===== src/rtl/decode_pkg.sv =====
// Shared constants, field positions and the ID_EX bundle type for the decode stage.
package decode_pkg;

   localparam int unsigned XLEN    = 32;
   localparam int unsigned NREGS   = 32;
   localparam int unsigned ID_EX_W = 181;
   localparam int unsigned IF_ID_W = 64;

   // IF_ID field positions
   localparam int unsigned IFID_PC_LSB    = 32;
   localparam int unsigned IFID_INSTR_LSB = 0;

   // ID_EX field positions
   localparam int unsigned IDEX_VALID     = 180;
   localparam int unsigned IDEX_REG_WRITE = 179;
   localparam int unsigned IDEX_ALU_LSB   = 175;
   localparam int unsigned IDEX_RD_LSB    = 170;
   localparam int unsigned IDEX_RT_LSB    = 165;
   localparam int unsigned IDEX_RS_LSB    = 160;
   localparam int unsigned IDEX_INSTR_LSB = 128;
   localparam int unsigned IDEX_PC_LSB    = 96;
   localparam int unsigned IDEX_RSV_LSB   = 64;
   localparam int unsigned IDEX_RTV_LSB   = 32;
   localparam int unsigned IDEX_IMM_LSB   = 0;

   // Opcodes
   localparam logic [5:0] OP_RTYPE = 6'h00;
   localparam logic [5:0] OP_BEQ   = 6'h04;
   localparam logic [5:0] OP_ADDI  = 6'h08;
   localparam logic [5:0] OP_LW    = 6'h23;
   localparam logic [5:0] OP_SW    = 6'h2B;

   // R-type funct codes
   localparam logic [5:0] FN_ADD = 6'h20;
   localparam logic [5:0] FN_SUB = 6'h22;
   localparam logic [5:0] FN_AND = 6'h24;
   localparam logic [5:0] FN_OR  = 6'h25;
   localparam logic [5:0] FN_SLT = 6'h2A;

   typedef enum logic [3:0] {
      ALU_ADD     = 4'd0,
      ALU_SUB     = 4'd1,
      ALU_AND     = 4'd2,
      ALU_OR      = 4'd3,
      ALU_SLT     = 4'd4,
      ALU_ILLEGAL = 4'hF
   } alu_op_e;

   // Field order matches the ID_EX bit layout, MSB first
   typedef struct packed {
      logic            valid;
      logic            reg_write;
      alu_op_e         alu_op;
      logic [4:0]      rd;
      logic [4:0]      rt;
      logic [4:0]      rs;
      logic [XLEN-1:0] instr;
      logic [XLEN-1:0] pc;
      logic [XLEN-1:0] rs_val;
      logic [XLEN-1:0] rt_val;
      logic [XLEN-1:0] imm;
   } id_ex_t;

   function automatic logic [XLEN-1:0] sext16(input logic [15:0] v);
      return {{(XLEN-16){v[15]}}, v};
   endfunction

endpackage


===== src/rtl/decode_stage_regfile.sv =====
// id_regfile: 32x32 register file, two read ports with write-through bypass, one write port,
// r0 hardwired to zero, asynchronously cleared.
module id_regfile
   import decode_pkg::*;
#(
   parameter int unsigned NREGS = 32
) (
   input  logic        clk,
   input  logic        rst,
   input  logic [4:0]  ra0,
   input  logic [4:0]  ra1,
   output logic [31:0] rd0,
   output logic [31:0] rd1,
   input  logic        we,
   input  logic [4:0]  wa,
   input  logic [31:0] wd
);

   logic [31:0] regs_q [NREGS];
   logic [31:0] regs_d [NREGS];

   always_comb begin
      regs_d = regs_q;
      if (we && (wa != '0)) begin
         regs_d[wa] = wd;
      end
   end

   // Reading the next-state array gives the same-cycle write-through for free
   always_comb begin
      rd0 = (ra0 == '0) ? '0 : regs_d[ra0];
      rd1 = (ra1 == '0) ? '0 : regs_d[ra1];
   end

   always_ff @(posedge clk or posedge rst) begin
      if (rst) begin
         for (int unsigned i = 0; i < NREGS; i++) begin
            regs_q[i] <= '0;
         end
      end else begin
         regs_q <= regs_d;
      end
   end

endmodule


===== src/rtl/decode_stage.sv =====
// Instruction-decode stage: field decode, operand read, write-back and registered ID_EX bundle.
// Build option: define DECODE_HAZARD_EN to stall one cycle on a load-use dependency.
module decode_stage
   import decode_pkg::*;
#(
   parameter int unsigned XLEN  = 32,
   parameter int unsigned NREGS = 32
) (
   input  logic           clock,
   input  logic           reset,
   input  logic           if_valid,
   input  logic [63:0]    IF_ID,
   output logic           id_ready,
   input  logic           wb_we,
   input  logic [4:0]     wb_addr,
   input  logic [31:0]    wb_data,
   output logic [180:0]   ID_EX
);

   logic [31:0] instr;
   logic [31:0] pc;
   logic [5:0]  opcode;
   logic [5:0]  funct;
   logic [4:0]  rs;
   logic [4:0]  rt;
   logic [4:0]  rd_field;
   logic [31:0] rs_val;
   logic [31:0] rt_val;
   logic        hazard;
   id_ex_t      dec;
   id_ex_t      id_ex_d;
   id_ex_t      id_ex_q;

   always_comb begin
      instr    = IF_ID[IFID_INSTR_LSB +: 32];
      pc       = IF_ID[IFID_PC_LSB +: 32];
      opcode   = instr[31:26];
      rs       = instr[25:21];
      rt       = instr[20:16];
      rd_field = instr[15:11];
      funct    = instr[5:0];
   end

   id_regfile #(
      .NREGS (NREGS)
   ) u_regfile (
      .clk (clock),
      .rst (reset),
      .ra0 (rs),
      .ra1 (rt),
      .rd0 (rs_val),
      .rd1 (rt_val),
      .we  (wb_we),
      .wa  (wb_addr),
      .wd  (wb_data)
   );

   always_comb begin
      dec           = '0;
      dec.valid     = 1'b1;
      dec.instr     = instr;
      dec.pc        = pc;
      dec.rs        = rs;
      dec.rt        = rt;
      dec.rs_val    = rs_val;
      dec.rt_val    = rt_val;
      dec.imm       = sext16(instr[15:0]);
      dec.alu_op    = ALU_ILLEGAL;
      dec.reg_write = 1'b0;
      dec.rd        = '0;
      case (opcode)
         OP_RTYPE: begin
            dec.reg_write = 1'b1;
            dec.rd        = rd_field;
            case (funct)
               FN_ADD:  dec.alu_op = ALU_ADD;
               FN_SUB:  dec.alu_op = ALU_SUB;
               FN_AND:  dec.alu_op = ALU_AND;
               FN_OR:   dec.alu_op = ALU_OR;
               FN_SLT:  dec.alu_op = ALU_SLT;
               default: begin
                  dec.alu_op    = ALU_ILLEGAL;
                  dec.reg_write = 1'b0;
                  dec.rd        = '0;
               end
            endcase
         end
         OP_ADDI, OP_LW: begin
            dec.alu_op    = ALU_ADD;
            dec.reg_write = 1'b1;
            dec.rd        = rt;
         end
         OP_SW:   dec.alu_op = ALU_ADD;
         OP_BEQ:  dec.alu_op = ALU_SUB;
         default: dec.alu_op = ALU_ILLEGAL;
      endcase
      if (dec.rd == '0) begin
         dec.reg_write = 1'b0;
      end
   end

`ifdef DECODE_HAZARD_EN
   logic uses_rt;

   // rt is only a source for R-type, SW and BEQ; for ADDI/LW it is the destination
   always_comb begin
      uses_rt = (opcode == OP_RTYPE) || (opcode == OP_SW) || (opcode == OP_BEQ);
      hazard  = id_ex_q.valid
             && (id_ex_q.instr[31:26] == OP_LW)
             && (id_ex_q.rd != '0)
             && ((id_ex_q.rd == rs) || ((id_ex_q.rd == rt) && uses_rt));
   end
`else
   always_comb begin
      hazard = 1'b0;
   end
`endif

   always_comb begin
      id_ready = !reset && !hazard;
      id_ex_d  = (if_valid && id_ready) ? dec : '0;
   end

   always_ff @(posedge clock or posedge reset) begin
      if (reset) begin
         id_ex_q <= '0;
      end else begin
         id_ex_q <= id_ex_d;
      end
   end

   assign ID_EX = id_ex_q;

endmodule


===== config.mk =====
export PLATFORM = sky130hd
export DESIGN_NAME = decode_stage
export DESIGN_NICKNAME = d
export VERILOG_FILES = /design/src/rtl/decode_pkg.sv /design/src/rtl/decode_stage_regfile.sv /design/src/rtl/decode_stage.sv
export SDC_FILE = /design/constraint.sdc
export NUM_CORES = 2
export LEC_CHECK = 0
export BUFFER_PORTS_ARGS = -buffer_cell sky130_fd_sc_hd__clkbuf_2
export CORE_UTILIZATION = 40
export DETAILED_ROUTE_END_ITERATION = 10
export HOLD_SLACK_MARGIN = 0.15
export PLACE_DENSITY_LB_ADDON = 0.25
export SYNTH_ARGS = -nofsm -noshare
export SYNTH_HDL_FRONTEND = slang
export SYNTH_HIERARCHICAL = 1
export SYNTH_SLANG_ARGS = --single-unit

===== constraint.sdc =====
create_clock -name clock -period 82.1 [get_ports clock]
set_input_delay 0 -clock clock [delete_from_list [all_inputs] [get_ports clock]]
set_output_delay 0 -clock clock [all_outputs]
set_load 0.1 [all_outputs]

==> impl_metrics.prom <==
# TYPE chip_impl_metric gauge
chip_impl_info{name="run_status",value="complete, but fails checks"} 1
chip_impl_info{name="violated_checks",value="max-capacitance violations, max-slew violations"} 1
chip_impl_metric{name="synthesis.area_per_instance",unit="sq um"} 11.05
chip_impl_info{name="yosys-top-cells-area",value="sky130_fd_sc_hd__dfrtp_1 (46%), sky130_fd_sc_hd__mux4_2 (10%), sky130_fd_sc_hd__mux2i_1 (10%), sky130_fd_sc_hd__mux2_2 (6.5%), sky130_fd_sc_hd__inv_1 (3.6%)"} 1
chip_impl_metric{name="synth-adder-area-share",unit="%"} 0
chip_impl_metric{name="placed_cells_incl_taps",unit=""} 7674
chip_impl_metric{name="gpl.final_weighted_congestion",unit=""} 1.041
chip_impl_metric{name="worst_setup_hold_path_clk_slew",unit="ps"} 60
chip_impl_metric{name="via_per_inst",unit=""} 6.604
chip_impl_metric{name="total_leakage_power",unit="nW"} 36.64
chip_impl_metric{name="seq_area_frac_synth",unit="%"} 46.31
chip_impl_metric{name="max_slew.worst_pin.slew",unit="ps"} 1586
chip_impl_metric{name="finalCriticalPeriod",unit="ps"} 4227
chip_impl_metric{name="post_cts_resize_count",unit=""} 0
chip_impl_metric{name="synth_largest_type_area_fraction",unit="%"} 46.31
chip_impl_metric{name="top_level_ports",unit=""} 287
chip_impl_metric{name="number_of_standard_cells_in_the_layout_taps_in_and_fillers_out",unit=""} 8161
chip_impl_info{name="hp-class",value="in -> reg"} 1
chip_impl_metric{name="seq_area",unit="sq um"} 29100
chip_impl_metric{name="worstPathArrival",unit="ps"} 4940
chip_impl_metric{name="floorplan.core_area",unit="sq um"} 156000
chip_impl_metric{name="worstSkewPairLatency",unit="ps"} 810
chip_impl_metric{name="synth-warning-count",unit=""} 6
chip_impl_info{name="critPathSlowestCell",value="sky130_fd_sc_hd__nor2_4"} 1
chip_impl_info{name="setup_repair_after_global_routing_missed_its_margin",value="false"} 1
chip_impl_metric{name="clock-sinks",unit=""} 1163
chip_impl_metric{name="post-cts-setup-buffer-count",unit=""} 0
chip_impl_metric{name="finalWirelength",unit="microns"} 300800
chip_impl_metric{name="postCtsHoldBufs",unit=""} 203
chip_impl_metric{name="max-slew-margin-rel",unit="%"} -6.100
chip_impl_metric{name="post_synth_edffs",unit=""} 0
chip_impl_metric{name="first_pass_iters",unit=""} 9
chip_impl_metric{name="fp.dieArea",unit="sq um"} 158700
chip_impl_metric{name="dp_hpwl",unit="microns"} 189600
chip_impl_metric{name="synthSimpleGateAreaFrac",unit="%"} 8.241
chip_impl_metric{name="overflow_left_after_global_routing",unit=""} 0
chip_impl_metric{name="timing.critical_path.fanout_max",unit=""} 19
chip_impl_metric{name="post_route_cells_drive_above_1_share",unit="%"} 24.29
chip_impl_info{name="root_buffer",value="sky130_fd_sc_hd__clkbuf_16"} 1
chip_impl_info{name="setup.worst_path.class",value="in -> reg"} 1
chip_impl_metric{name="cap_violations",unit=""} 1
chip_impl_metric{name="rows",unit=""} 145
chip_impl_metric{name="clock_tree.buffer_depth",unit=""} 3
chip_impl_metric{name="achievable-frequency",unit="MHz"} 236.6
chip_impl_metric{name="cts_buffers",unit=""} 137
chip_impl_metric{name="clock-skew-final",unit="ps"} 32.28
chip_impl_metric{name="synth_xor_xnor_area_share",unit="%"} 0.05575
chip_impl_metric{name="synth_compound_area_share",unit="%"} 10.83
chip_impl_metric{name="power.density",unit="nW/um^2"} 23.98
chip_impl_metric{name="grt_pass1_vias",unit=""} 51467
chip_impl_metric{name="layout.filler_cells",unit=""} 14283
chip_impl_metric{name="multi_input_logic_area",unit="sq um"} 29130
chip_impl_metric{name="io_buffer_count",unit=""} 286
chip_impl_metric{name="finalSetupViolations",unit=""} 0
chip_impl_metric{name="cts_htree_levels",unit=""} 4
chip_impl_metric{name="grt_pass1_wl",unit="microns"} 414200
chip_impl_info{name="cts_tree",value="built"} 1
chip_impl_metric{name="synthesis.nets",unit=""} 5790
chip_impl_metric{name="vias",unit=""} 53896
chip_impl_metric{name="area.growth.synth_to_final",unit="%"} 15.85
chip_impl_metric{name="setup_total_negative_slack",unit="ps"} 0
chip_impl_metric{name="mappedNetlistArea",unit="sq um"} 62840
chip_impl_info{name="cell_type_with_the_highest_aggregate_area_in_the_netlist",value="sky130_fd_sc_hd__dfrtp_1"} 1
chip_impl_info{name="synth_ff_type",value="sky130_fd_sc_hd__dfrtp_1"} 1
chip_impl_metric{name="slew_violations",unit=""} 8
chip_impl_metric{name="maximum_vdd_ir_drop",unit="mV"} 0.02068
chip_impl_metric{name="netlist_instances",unit=""} 5685
chip_impl_metric{name="fin_worst_hold_slack",unit="ps"} 224.7
chip_impl_metric{name="number_of_design_rule_violations_left_by_the_first_detailed_router_iteration",unit=""} 8417
chip_impl_metric{name="dieWidth",unit="microns"} 398.4
chip_impl_info{name="critical_path.cell_chain",value="dlygate4sd3_1, clkbuf_2, nand4b_4, nor2_4, buf_4, mux2i_1, mux4_2, a22oi_1, o31a_1, a41o_1, and2_1"} 1
chip_impl_metric{name="synth_cell_type_count",unit=""} 98
chip_impl_metric{name="critical-path-max-stage-delay",unit="ps"} 990
chip_impl_metric{name="grt_usage",unit="%"} 37.46
chip_impl_metric{name="die_y",unit="microns"} 398.4
chip_impl_metric{name="finalNetCount",unit=""} 6063
chip_impl_metric{name="async_sr_flop_fraction",unit="%"} 100.0
chip_impl_metric{name="timing.critical_path.required",unit="ps"} 82810
chip_impl_info{name="final_common_cell",value="sky130_fd_sc_hd__dfrtp_1"} 1
chip_impl_metric{name="finalHoldViolations",unit=""} 0
chip_impl_info{name="timing.critical_path.to_type",value="register"} 1
chip_impl_metric{name="drt.antenna.violating_nets",unit=""} 0
chip_impl_metric{name="post_synth_mux_area_share",unit="%"} 26.87
chip_impl_info{name="synth_top_family_by_area",value="multiplexers"} 1
chip_impl_metric{name="initial_antenna_violation_count",unit=""} 42
chip_impl_metric{name="post-route-period-util",unit="%"} 5.149
chip_impl_metric{name="wire_per_inst",unit="microns"} 36.85
chip_impl_metric{name="grt_start_max_net_pins",unit=""} 160
chip_impl_metric{name="remaining_drc_errors",unit=""} 0
chip_impl_metric{name="critical_path_buf_inv_count",unit=""} 3
chip_impl_info{name="startpoint_type",value="input port"} 1
chip_impl_metric{name="synth-seq-cells",unit=""} 1163
chip_impl_info{name="cpLargestDelayFamily",value="simple AND/OR/NAND/NOR gates"} 1
chip_impl_metric{name="initial_core_util",unit="%"} 40.28
chip_impl_info{name="mostFrequentLayoutCells",value="sky130_fd_sc_hd__dfrtp_1 (1163), sky130_fd_sc_hd__mux2i_1 (636), sky130_fd_sc_hd__inv_1 (596)"} 1
## worst register-to-register path, stage by stage (launching register included)
cell                       delay [ps]
sky130_fd_sc_hd__dfrtp_1          310
sky130_fd_sc_hd__o21ai_0           90
sky130_fd_sc_hd__and3_1           220
sky130_fd_sc_hd__o311ai_0         470
sky130_fd_sc_hd__o221ai_1         400
sky130_fd_sc_hd__o31ai_1          480
sky130_fd_sc_hd__o41a_1           290
sky130_fd_sc_hd__and2_1           160
## per-stage QoR
stage | util (%) | power (W) | worst slack, ps | cell area, sq um
final | 46.66 | 0.001746 | 77870 | 72800
after global routing | 46.61 | 0.001801 | 77650 | 72720
after CTS | 46.59 | 0.001734 | 78060 | 72690
after detailed placement | 42.41 | 0.001109 | 77850 | 66170
after global placement | 42.41 | 0.001099 | 77930 | 66170
after floorplan | - | 0.0009897 | 53280 | 62840
## layer usage
layer | part of all wire (%) | vias up | wire length [microns] | global-route usage [%]
met1 | 37 | 27286 | 110000 | 46.82
met3 | 14 | 1228 | 41550 | 14.86
met2 | 41 | 4527 | 123200 | 52.10
li1 | - | 20819 | - | -
met4 | 8.6 | 36 | 25740 | 27.54
met5 | 0.082 | - | 246 | 0.4540
## registers in the layout, summed over array words and instances (netlist names)
signal            count
u_regfile/regs_q   1024
ID_EX               139
## kinds of logic (layout without fill, tap and decap cells)
group,after synthesis,in the layout
XOR/XNOR,4,4
other,0,40
AND/OR/NAND/NOR,1078,1078
AO/OA/AOI/OAI,982,982
multiplexers,1287,1287
flip-flops,1163,1163
buffers and inverters,1171,1549
## power breakdown
group / switching [W] / total (W) / internal (W)
Sequential: 0.0000358 / 0.000706 / 0.000670
Combinational: 0.000261 / 0.000419 / 0.000158
Clock: 0.000261 / 0.000621 / 0.000360
## cells in the mapped netlist (20+ instances only)
library cell                number
sky130_fd_sc_hd__o211ai_1       68
sky130_fd_sc_hd__o21ai_0       200
sky130_fd_sc_hd__mux2_2        365
sky130_fd_sc_hd__o22ai_1        93
sky130_fd_sc_hd__a2111oi_0      20
sky130_fd_sc_hd__buf_4          83
sky130_fd_sc_hd__nand2_1       337
sky130_fd_sc_hd__buf_2          91
sky130_fd_sc_hd__o32ai_1        34
sky130_fd_sc_hd__a211oi_1       73
sky130_fd_sc_hd__buf_1          70
sky130_fd_sc_hd__a31oi_1        21
sky130_fd_sc_hd__nand3_1        59
sky130_fd_sc_hd__inv_1         603
sky130_fd_sc_hd__a221oi_1       29
sky130_fd_sc_hd__and2_1        142
sky130_fd_sc_hd__a22oi_1        20
sky130_fd_sc_hd__o221ai_1       35
sky130_fd_sc_hd__or3_1          24
sky130_fd_sc_hd__nor2_1        260
sky130_fd_sc_hd__clkbuf_1      318
sky130_fd_sc_hd__a21oi_1       166
sky130_fd_sc_hd__dfrtp_1      1163
sky130_fd_sc_hd__nor3_1        127
sky130_fd_sc_hd__mux4_2        283
sky130_fd_sc_hd__mux2i_1       636
## worst paths after layout
kind	from	to	slack [ps]	depth (start not counted)
min in group asynchronous	reset	ID_EX[0]$_DFF_PP0_	680	4
max reg2reg	u_regfile/regs_q[60]$_DFF_PP0_	ID_EX[92]$_DFF_PP0_	79580	7
min	IF_ID[30]	ID_EX[158]$_DFF_PP0_	220	3
max	wb_addr[4]	ID_EX[48]$_DFF_PP0_	77870	11
max in group asynchronous	reset	u_regfile/regs_q[127]$_DFF_PP0_	78040	7
min reg2reg	u_regfile/regs_q[992]$_DFF_PP0_	u_regfile/regs_q[992]$_DFF_PP0_	380	0
## final cells by class
| type | instances | share of cell area (%) |
|---|---|---|
| multi-input cells | 3351 | 40.01 |
| flip-flops and latches | 1163 | 39.98 |
| repair buffers | 697 | 7.016 |
| clock buffers | 201 | 5.594 |
| well taps | 2058 | 3.537 |
| inverters | 608 | 3.152 |
| clock inverters | 43 | 0.5757 |
| diodes | 40 | 0.1375 |
Power figures use the tool's default switching activity.
